**src/rtl/i2s_audio_capture_pkg.sv**
```systemverilog
// Shared audio definitions: sample/word widths, CTS range and the {right, left} packing.
package i2s_audio_capture_pkg;

   localparam int SAMPLE_WIDTH    = 16;
   localparam int FIFO_WORD_WIDTH = 2 * SAMPLE_WIDTH;
   localparam int BIT_CNT_WIDTH   = $clog2(SAMPLE_WIDTH + 1);
   localparam int CTS_WIDTH       = 20;
   localparam logic [CTS_WIDTH-1:0] CTS_MAX = '1;

   typedef struct packed {
      logic [SAMPLE_WIDTH-1:0] right;
      logic [SAMPLE_WIDTH-1:0] left;
   } sample_word_t;

   function automatic logic [CTS_WIDTH-1:0] cts_sat_inc(input logic [CTS_WIDTH-1:0] v);
      return (v == CTS_MAX) ? v : v + CTS_WIDTH'(1);
   endfunction

endpackage

```
**src/rtl/i2s_audio_capture_fifo.sv**
```systemverilog
// Synchronous sample FIFO, 1-cycle registered read; a push into a full FIFO without a
// simultaneous pop is dropped and flagged in a sticky overflow bit.
module audio_sample_fifo
   import i2s_audio_capture_pkg::*;
#(
   parameter int DEPTH = 8,
   parameter int WIDTH = FIFO_WORD_WIDTH
)
(
   input  logic             i_clk,
   input  logic             i_rst,
   input  logic             i_push,
   input  logic [WIDTH-1:0] i_push_data,
   input  logic             i_pop,
   output logic             o_empty,
   output logic             o_full,
   output logic [WIDTH-1:0] o_pop_data,
   output logic             o_overflow
);

   localparam int AW    = $clog2(DEPTH);
   localparam int CNT_W = AW + 1;

   logic [WIDTH-1:0] r_mem [DEPTH];
   logic [AW-1:0]    r_wr_ptr;
   logic [AW-1:0]    r_rd_ptr;
   logic [CNT_W-1:0] r_count;
   logic [WIDTH-1:0] r_pop_data;
   logic             r_overflow;

   logic w_full;
   logic w_pop;
   logic w_accept;
   logic w_drop;

   assign w_full   = (r_count == CNT_W'(DEPTH));
   assign w_pop    = i_pop && (r_count != '0);
   // A full FIFO still takes a push when the same cycle frees a slot.
   assign w_accept = i_push && (!w_full || w_pop);
   assign w_drop   = i_push && w_full && !w_pop;

   always_ff @(posedge i_clk) begin
      if (w_accept) begin
         r_mem[r_wr_ptr] <= i_push_data;
      end
   end

   always_ff @(posedge i_clk or posedge i_rst) begin
      if (i_rst) begin
         r_wr_ptr   <= '0;
         r_rd_ptr   <= '0;
         r_count    <= '0;
         r_pop_data <= '0;
         r_overflow <= 1'b0;
      end else begin
         if (w_accept) begin
            r_wr_ptr <= r_wr_ptr + AW'(1);
         end
         if (w_pop) begin
            r_rd_ptr   <= r_rd_ptr + AW'(1);
            r_pop_data <= r_mem[r_rd_ptr];
         end
         case ({w_accept, w_pop})
            2'b10:   r_count <= r_count + CNT_W'(1);
            2'b01:   r_count <= r_count - CNT_W'(1);
            default: r_count <= r_count;
         endcase
         if (w_drop) begin
            r_overflow <= 1'b1;
         end
      end
   end

   assign o_empty    = (r_count == '0);
   assign o_full     = w_full;
   assign o_pop_data = r_pop_data;
   assign o_overflow = r_overflow;

endmodule

```
**src/rtl/i2s_audio_capture.sv**
```systemverilog
// I2S oversampling deserializer feeding a stereo sample FIFO, plus a CTS meter.
// Samples enter the FIFO 1 cycle after the right-word BCLK edge is detected; full FIFO drops.
module i2s_audio_capture
   import i2s_audio_capture_pkg::*;
#(
   parameter int DEPTH       = 8,
   parameter int SYNC_STAGES = 2
)
(
   input  logic                       i_pixelClock,
   input  logic                       i_reset,
   input  logic                       i_i2sBclk,
   input  logic                       i_i2sLrclk,
   input  logic                       i_i2sData,
   input  logic [7:0]                 i_samplesPerRegenPacket,
   input  logic                       i_sampleFifoReadEnable,
   output logic                       o_sampleFifoEmpty,
   output logic [FIFO_WORD_WIDTH-1:0] o_sampleFifoReadData,
   output logic [CTS_WIDTH-1:0]       o_cts,
   output logic                       o_ctsValid,
   output logic                       o_overflow
);

   localparam logic [BIT_CNT_WIDTH-1:0] SAMPLE_BITS = BIT_CNT_WIDTH'(SAMPLE_WIDTH);

   logic [SYNC_STAGES-1:0]   r_bclk_sync;
   logic [SYNC_STAGES-1:0]   r_lrclk_sync;
   logic [SYNC_STAGES-1:0]   r_data_sync;
   logic                     r_bclk_prev;
   logic [SAMPLE_WIDTH-1:0]  r_shift;
   logic [BIT_CNT_WIDTH-1:0] r_bit_count;
   logic                     r_lr_prev;
   logic                     r_aligned;
   logic [SAMPLE_WIDTH-1:0]  r_left_hold;
   logic                     r_left_valid;
   logic                     r_push;
   sample_word_t             r_push_data;
   logic [CTS_WIDTH-1:0]     r_cycle_count;
   logic [7:0]               r_win_count;
   logic [CTS_WIDTH-1:0]     r_cts;
   logic                     r_cts_valid;

   logic                     w_bclk;
   logic                     w_lrclk;
   logic                     w_data;
   logic                     w_bit_edge;
   logic                     w_lr_change;
   logic                     w_room;
   logic [SAMPLE_WIDTH-1:0]  w_shift_next;
   logic [BIT_CNT_WIDTH-1:0] w_count_next;
   logic [SAMPLE_WIDTH-1:0]  w_word;
   logic [7:0]               w_win_next;
   logic                     w_fifo_full;

   always_ff @(posedge i_pixelClock or posedge i_reset) begin
      if (i_reset) begin
         r_bclk_sync  <= '0;
         r_lrclk_sync <= '0;
         r_data_sync  <= '0;
      end else begin
         r_bclk_sync[0]  <= i_i2sBclk;
         r_lrclk_sync[0] <= i_i2sLrclk;
         r_data_sync[0]  <= i_i2sData;
         for (int i = 1; i < SYNC_STAGES; i++) begin
            r_bclk_sync[i]  <= r_bclk_sync[i-1];
            r_lrclk_sync[i] <= r_lrclk_sync[i-1];
            r_data_sync[i]  <= r_data_sync[i-1];
         end
      end
   end

   assign w_bclk       = r_bclk_sync[SYNC_STAGES-1];
   assign w_lrclk      = r_lrclk_sync[SYNC_STAGES-1];
   assign w_data       = r_data_sync[SYNC_STAGES-1];
   assign w_bit_edge   = w_bclk && !r_bclk_prev;
   assign w_lr_change  = (w_lrclk != r_lr_prev);
   assign w_room       = (r_bit_count < SAMPLE_BITS);
   assign w_shift_next = w_room ? {r_shift[SAMPLE_WIDTH-2:0], w_data} : r_shift;
   assign w_count_next = w_room ? r_bit_count + BIT_CNT_WIDTH'(1) : r_bit_count;
   // The LSB of the finishing word arrives on the same edge as the LRCLK change,
   // so the completed word already includes this edge's bit; short words left-justify.
   assign w_word       = w_shift_next << (SAMPLE_BITS - w_count_next);

   always_ff @(posedge i_pixelClock or posedge i_reset) begin
      if (i_reset) begin
         r_bclk_prev  <= 1'b0;
         r_shift      <= '0;
         r_bit_count  <= '0;
         r_lr_prev    <= 1'b0;
         r_aligned    <= 1'b0;
         r_left_hold  <= '0;
         r_left_valid <= 1'b0;
         r_push       <= 1'b0;
         r_push_data  <= '0;
      end else begin
         r_bclk_prev <= w_bclk;
         r_push      <= 1'b0;
         if (w_bit_edge) begin
            r_shift     <= w_shift_next;
            r_bit_count <= w_count_next;
            if (w_lr_change) begin
               r_shift     <= '0;
               r_bit_count <= '0;
               r_lr_prev   <= w_lrclk;
               r_aligned   <= 1'b1;
               if (r_aligned) begin
                  if (!r_lr_prev) begin
                     r_left_hold  <= w_word;
                     r_left_valid <= 1'b1;
                  end else if (r_left_valid) begin
                     r_push       <= 1'b1;
                     r_push_data  <= '{right: w_word, left: r_left_hold};
                     r_left_valid <= 1'b0;
                  end
               end
            end
         end
      end
   end

   assign w_win_next = r_win_count + 8'd1;

   // Dropped pushes still count toward the window: the source rate is what CTS measures.
   always_ff @(posedge i_pixelClock or posedge i_reset) begin
      if (i_reset) begin
         r_cycle_count <= '0;
         r_win_count   <= '0;
         r_cts         <= '0;
         r_cts_valid   <= 1'b0;
      end else if (i_samplesPerRegenPacket == 8'd0) begin
         r_cycle_count <= '0;
         r_win_count   <= '0;
      end else if (r_push && (w_win_next == i_samplesPerRegenPacket)) begin
         r_cts         <= cts_sat_inc(r_cycle_count);
         r_cts_valid   <= 1'b1;
         r_cycle_count <= '0;
         r_win_count   <= '0;
      end else begin
         r_cycle_count <= cts_sat_inc(r_cycle_count);
         if (r_push) begin
            r_win_count <= w_win_next;
         end
      end
   end

   audio_sample_fifo #(
      .DEPTH (DEPTH),
      .WIDTH (FIFO_WORD_WIDTH)
   ) u_fifo (
      .i_clk       (i_pixelClock),
      .i_rst       (i_reset),
      .i_push      (r_push),
      .i_push_data (r_push_data),
      .i_pop       (i_sampleFifoReadEnable),
      .o_empty     (o_sampleFifoEmpty),
      .o_full      (w_fifo_full),
      .o_pop_data  (o_sampleFifoReadData),
      .o_overflow  (o_overflow)
   );

   assign o_cts      = r_cts;
   assign o_ctsValid = r_cts_valid;

endmodule

```
**config.mk**
```make
export PLATFORM = sky130hd
export DESIGN_NAME = i2s_audio_capture
export DESIGN_NICKNAME = d
export VERILOG_FILES = /design/src/rtl/i2s_audio_capture_pkg.sv /design/src/rtl/i2s_audio_capture_fifo.sv /design/src/rtl/i2s_audio_capture.sv
export SDC_FILE = /design/constraint.sdc
export NUM_CORES = 1
export LEC_CHECK = 0
export CORE_MARGIN = 5
export CORE_UTILIZATION = 60
export CTS_BUF_LIST = sky130_fd_sc_hd__clkbuf_4 sky130_fd_sc_hd__clkbuf_8 sky130_fd_sc_hd__clkbuf_16
export CTS_CLUSTER_DIAMETER = 60
export DETAILED_ROUTE_END_ITERATION = 12
export GPL_ROUTABILITY_DRIVEN = 0
export PLACE_DENSITY_LB_ADDON = 0.1
export RECOVER_POWER = 100
export REMOVE_ABC_BUFFERS = 1
export SLEW_MARGIN = 5
export SYNTH_ARGS = -nofsm -noshare
export SYNTH_HDL_FRONTEND = slang
export SYNTH_SLANG_ARGS = --single-unit
export TNS_END_PERCENT = 50
```
**constraint.sdc**
```tcl
create_clock -name i_pixelClock -period 7.3 [get_ports i_pixelClock]
set_input_delay 1.46 -clock i_pixelClock [delete_from_list [all_inputs] [get_ports i_pixelClock]]
set_output_delay 1.46 -clock i_pixelClock [all_outputs]
set_load 0.1 [all_outputs]
```
* After elaboration in Yosys (flattened, before gate mapping)
Memories as Yosys holds them, arrays and structs flattened. A register that Yosys moved wholly into a read port is not among the register bits.
Cells that the tools add are included.
** Word-level totals
- Memories kept :: 1
- RAM bits :: 256
- Flip-flop bits (word level) :: 140
** Cells by class
- Shift-type cells :: 1
- Magnitude comparators :: 1
- Reduce and logical (&&, ||, !) cells :: 20
- $add $sub $neg :: 8
- Eq/ne operators :: 6
- Multiplexer cells :: 19
- Bitwise operators :: 2
** Memories
- u_fifo.r_mem :: words 8, width 32, rd ports 1, clocked after memory_dff 1, wr ports 1, RTL line i2s_audio_capture_fifo.sv:24 : logic [WIDTH-1:0] r_mem [DEPTH];
** Operators with widths (number)
- $mux W20 :: 3
- $mux W16 :: 2
- $mux W8 :: 3
- $add A20 B1 Y20 const B :: 1
- $eq A20 B20 Y1 const B :: 1
- $shl A16 B5 Y16 :: 1
- $mux W5 :: 2
- $add A8 B1 Y8 const B :: 1
- $eq A8 B8 Y1 :: 1
- $logic_not A8 Y1 :: 1
- $mux W1 :: 8
- $pmux W4 S2 :: 1
- $add A3 B1 Y3 const B :: 2
- $logic_and A1 B1 Y1 :: 6
- $add A5 B1 Y5 const B :: 1
- $lt A5 B5 Y1 const B :: 1
- $reduce_and A5 Y1 :: 1
- $sub A5 B5 Y5 const A :: 1
- $add A4 B1 Y4 const B :: 1
- $eq A4 B4 Y1 const B :: 1
- $logic_not A4 Y1 :: 1
- $reduce_and A2 Y1 :: 2
- $reduce_and A4 Y1 :: 1
- $reduce_bool A4 Y1 :: 1
- 10 further kinds :: 13

* Depth between registers and ports, before layout
- Depth after elaboration :: 6
- Mapped depth :: 13
- Gate-level depth less buffers :: 11

* Modules after synthesis
From an unflattened synthesis, not the netlist that was laid out.
** Second synthesis, totals
- Cell total of the unflattened synthesis :: 1278
- Area total of the unflattened synthesis :: 17988.5 sq um
** By module, submodules not included
- audio_sample_fifo :: cells each 650, area each 11549.8 sq um, sequential area each 8763.4 sq um, instances 1
- i2s_audio_capture :: cells each 628, area each 6438.7 sq um, sequential area each 3228.1 sq um, instances 1

* Worst setup path after synthesis
No wires, ideal clock.
- Kind :: flip-flop to flip-flop
- From :: reg u_fifo.r_count[0]
- To :: reg u_fifo.r_count[3]
- Slack :: 1.954 ns
- Data arrival time :: 5.220 ns
- Path buffers :: 1
- Setup time :: 0.125 ns
- Cell stages (with the launch flop) :: 12
- Data required time :: 7.175 ns
- Clock period less this slack :: 5.346 ns
- Cell sequence :: dfrtp_1 > nor4_1 > nand2b_1 > clkbuf_1 > inv_1 > ha_1 > ha_1 > a21o_1 > a21oi_1 > xnor2_1 > nor2_1 > xor2_1
** Between the ends
- Word-level cells in the longest chain between the ends :: 6
- Elaborated cells between the ends (all ways) :: 12
** RTL lines
- from (decl) :: RTL line i2s_audio_capture_fifo.sv:27 : logic [CNT_W-1:0] r_count;
- from (signal assigned) :: RTL line i2s_audio_capture_fifo.sv:64 : 2'b10: r_count <= r_count + CNT_W'(1);
- from (signal assigned) :: RTL line i2s_audio_capture_fifo.sv:65 : 2'b01: r_count <= r_count - CNT_W'(1);
- from (signal assigned) :: RTL line i2s_audio_capture_fifo.sv:66 : default: r_count <= r_count;
- $eq A4 B4 Y1 / $reduce_bool A4 Y1 (equally long branches) :: RTL line i2s_audio_capture_fifo.sv:36, i2s_audio_capture_fifo.sv:37
- $logic_not A1 Y1 / $logic_and A1 B1 Y1 (equally long branches) :: RTL line i2s_audio_capture_fifo.sv:39, i2s_audio_capture_fifo.sv:37
- $logic_or A1 B1 Y1 :: RTL line i2s_audio_capture_fifo.sv:39 : assign w_accept = i_push && (!w_full || w_pop);
- $logic_and A1 B1 Y1 :: RTL line i2s_audio_capture_fifo.sv:39
- $eq A2 B1 Y1 / $eq A2 B2 Y1 (equally long branches) :: RTL line i2s_audio_capture_fifo.sv:63 : case ({w_accept, w_pop})
- $pmux W4 S2 / $reduce_bool A2 Y1 (equally long branches)
Parallel ways exist; a longest one is shown, timed or not.
A chain may end at the register's enable or synchronous reset.

* Worst setup path in the final report
- From :: in i_sampleFifoReadEnable
- To :: reg u_fifo.r_count[3]
** Between the ends
- Word-level cells in the longest chain between the ends :: 5
- Elaborated cells between the ends (all ways) :: 7
** RTL lines
- from (decl) :: RTL line i2s_audio_capture.sv:16 : input logic i_sampleFifoReadEnable,
- $logic_and A1 B1 Y1 (*) :: RTL line i2s_audio_capture_fifo.sv:37 : assign w_pop = i_pop && (r_count != '0);
- $logic_or A1 B1 Y1 :: RTL line i2s_audio_capture_fifo.sv:39
- $logic_and A1 B1 Y1 :: RTL line i2s_audio_capture_fifo.sv:39
- $eq A2 B1 Y1 / $eq A2 B2 Y1 (equally long branches) :: RTL line i2s_audio_capture_fifo.sv:63
- $pmux W4 S2 / $reduce_bool A2 Y1 (equally long branches)
Every way passes the cells marked *; elsewhere a longest branch is shown, timed or not.

==> run summary <==
number of synthesized flops with an enable pin - 256
CP max stage delay - 1.80 ns
sequential share of the synthesized area - 67.8%
initial antenna violation count - 0
global routing's busiest layer - met2
Multi-input gate area - 5250 µm²
htree depth - 2
HP Class - reg -> reg
CP max-delay cell - clkbuf_1
# fillers - 1942
Post-synth ARST share - 40.2%
placed insts - 1577
Rows - 62
clock latency at the later pin of the worst-skew pair - 0.54 ns
Rel. slew slack - -121%
R2R setup slack - 2.20 ns
Crit Path Category - in -> reg
fin crit period - 5.17 ns
Leak - 7.28 nW
Max Fclk - 194 MHz
HPWL Detailed - 19.8 mm
pin count of the biggest net entering global routing - 139
CTS tree - built
CORE AREA - 28900 µm²
Post-Synthesis Cells - 1176
R2R Path Start - r_lr_prev$_DFFE_PP0P_
Hold Buf Count CTS - 0
Hold Crit Start - r_bclk_sync[0]$_DFF_PP0_
Critical Path Sink Type - flop
synthesized flop and latch total - 428
worst setup margin - 2.13 ns
Post-DRT Antenna Nets - 0
Clock Tree Root - clkbuf_16
status - finished with violations
FF-to-FF End - r_push_data[28]$_DFFE_PP0P_
worst-path cell chain - dlygate4sd3_1, nand2b_2, clkbuf_1, inv_1, ha_1, ha_1, a21o_1, a21oi_1, xnor2_1, nor2_1, xor2_1
global route overflow - 0
Die H - 182 µm
Place WS - 3.01 ns
Post-synth top flop - edfxtp_1
Mean Syn Cell Area - 15.0 µm²
Max rail drop VDD - 0.000254 V
clk sink count - 428
fin crit share - 70.8%
Slew Viols, Final - 481
vias per cell - 5.85
Setup Fix Bufs, Post-CTS - 0
power per standard cell area - 352 nW/µm²
WL final - 33.4 mm
Clock transition at path regs - 0.06 ns
IO buf count - 68
delay-heaviest family, CP - buffers and inverters
met3 usage - 3.18%
layout cells sized above 1 - 12.3%
Net count, final - 1262
cell area after synthesis - 17700 µm²
GR Layer Usage met1 - 29.8%
initial core utilization - 61.2%
Area Growth Syn to Fin - 13.4%
I/O pin total - 69
die footprint - 33000 µm²
GR Util met2 - 33.9%
Detailed Route Iter0 Violations - 655
Final Hold Viols - 0
crit start category - primary input
Worst Tran Pin Value - 3.31 ns
failing checks - max-capacitance violations, max-slew violations
1st-pass router iterations - 6
vias in the first global route - 9943
post-cts sizing count - 0
Register Area - 12000 µm²
RSZ-0062 raised after global routing - no
Arr. time, crit path - 5.58 ns
Clock Path Buffers - 3
CP Buf/Inv Count - 3
clock skew - 0.0134 ns
setup violators final - 0
CP Data Required Time - 7.71 ns
Crit path top cell by count - ha_1
Non-Filler Instances - 1657
WL/cell - 20.1 µm
Synth Warn # - 0
first-pass GRT wire length - 54.7 mm
Unique masters post-synth - 62
Total GRT Usage - 20.6%
DRC - 0
vias - 9695
Fin Setup TNS - 0 ns
Max-cap violations - 11
Overall Power - 0.00705 W
diode count - 0
Register-to-Register Path Depth - 8
CP max FO - 67
chip width - 182 µm
CTS Buf Count - 43
Hold Path Sink - r_bclk_sync[1]$_DFF_PP0_
hold depth - 0
==> kinds of logic (layout without fill, tap and decap cells) <==
| group | Yosys count | in the layout | share of synthesized area, % |
|---|---|---|---|
| compound gates | 176 | 176 | 6.24 |
| xor+xnor | 37 | 37 | 1.99 |
| fa+ha+maj | 10 | 10 | 0.750 |
| buf+inv | 86 | 183 | 2.18 |
| flops | 428 | 428 | 67.8 |
| mux | 151 | 151 | 13.5 |
| simple gates | 288 | 288 | 7.57 |
==> placed cells by master, fill, tap and decap left out, drive strengths merged, types with 23 or more instances in the layout <==
master         n
edfxtp       256
dfrtp        172
nand2        166
o21ai         89
mux2i         68
mux4          64
dlygate4sd3   62
clkbuf        56
nor2          23
clkinv        23
==> worst reg2reg max path, stage by stage, from the launching register on <==
cell and delay [ns]:
dfrtp_1 0.45, nand4b_1 0.15, or3b_1 0.12, clkbuf_1 1.61
clkinv_1 1.42, o2111ai_1 0.37, o31ai_1 0.28, a22oi_1 0.33
o21ai_0 0.15
==> worst max-delay path by stage <==
stage / to / start / cells after the start / slack, ns
detailed placement: u_fifo.r_mem[0][27]$_DFFE_PP_ / i_sampleFifoReadEnable / 6 / 3.01
global placement: u_fifo.r_mem[0][27]$_DFFE_PP_ / i_sampleFifoReadEnable / 6 / 3.09
CTS: o_sampleFifoEmpty / u_fifo.r_count[0]$_DFFE_PP0P_ / 2 / 3.33
finish: u_fifo.r_count[3]$_DFFE_PP0P_ / i_sampleFifoReadEnable / 11 / 2.13
floorplan: u_fifo.r_count[3]$_DFFE_PP0P_ / u_fifo.r_count[0]$_DFFE_PP0P_ / 10 / 1.11
global route: u_fifo.r_count[3]$_DFFE_PP0P_ / i_sampleFifoReadEnable / 11 / 1.71
==> synth_stat cells (all sizes together) (6+ instances only) <==
master,instances,area (µm²)
edfxtp,256,7690
dfrtp,172,4300
nand2,166,626
o21ai,89,445
mux2i,68,684
mux4,64,1440
clkbuf,33,124
buf,30,176
nor2,23,86.3
inv,22,82.6
nand3,20,100
mux2,19,263
xor2,18,158
xnor2,17,149
a22o,16,140
a22oi,16,120
and3,15,93.8
nor2b,12,75.1
o211ai,11,82.6
a21oi,10,50.1
ha,9,113
nand2b,9,63.8
a31oi,8,50.1
nor3,7,35.0
nand4,6,37.5
==> stage by stage <==
stage	instance area (µm²)	hold slack, ns	utilization, %
2_1_floorplan	17400	0.331	-
3_3_place_gp	18700	0.334	64.7
3_5_place_dp	18700	0.341	64.7
4_1_cts	20200	0.360	69.9
5_1_grt	20100	0.374	69.3
6_report	20100	0.353	69.3
==> area by class of cell <==
cell class / instances / area share, %
clock inverter: 31 / 1.68
multi-input combinational: 662 / 26.2
inverter: 23 / 0.449
timing repair buffer: 80 / 3.71
sequential: 428 / 59.8
tap: 384 / 2.39
clock buffer: 49 / 5.79
==> per-layer routing <==
layer | share of wire (%) | wire, µm
met1 | 46 | 15200
met2 | 49 | 16400
met3 | 4.2 | 1400
met4 | 1.2 | 405
met5 | 0 | 0
==> registers in the layout, indices dropped and copies added, names as in the netlist, 2 cells and up <==
name,count
u_fifo.r_mem,256
r_push_data,32
u_fifo.o_pop_data,32
o_cts,20
r_cycle_count,20
r_left_hold,16
r_shift,16
r_win_count,8
r_bit_count,5
u_fifo.r_count,4
u_fifo.r_rd_ptr,3
u_fifo.r_wr_ptr,3
r_bclk_sync,2
r_data_sync,2
r_lrclk_sync,2
==> report_power, final <==
part,switching (W),total (W),internal (W)
registers,0.000204,0.00296,0.00276
clock network,0.000893,0.00229,0.00139
logic,0.00119,0.00181,0.000617
total,0.00229,0.00705,0.00477
Power figures use the tool's default switching activity.
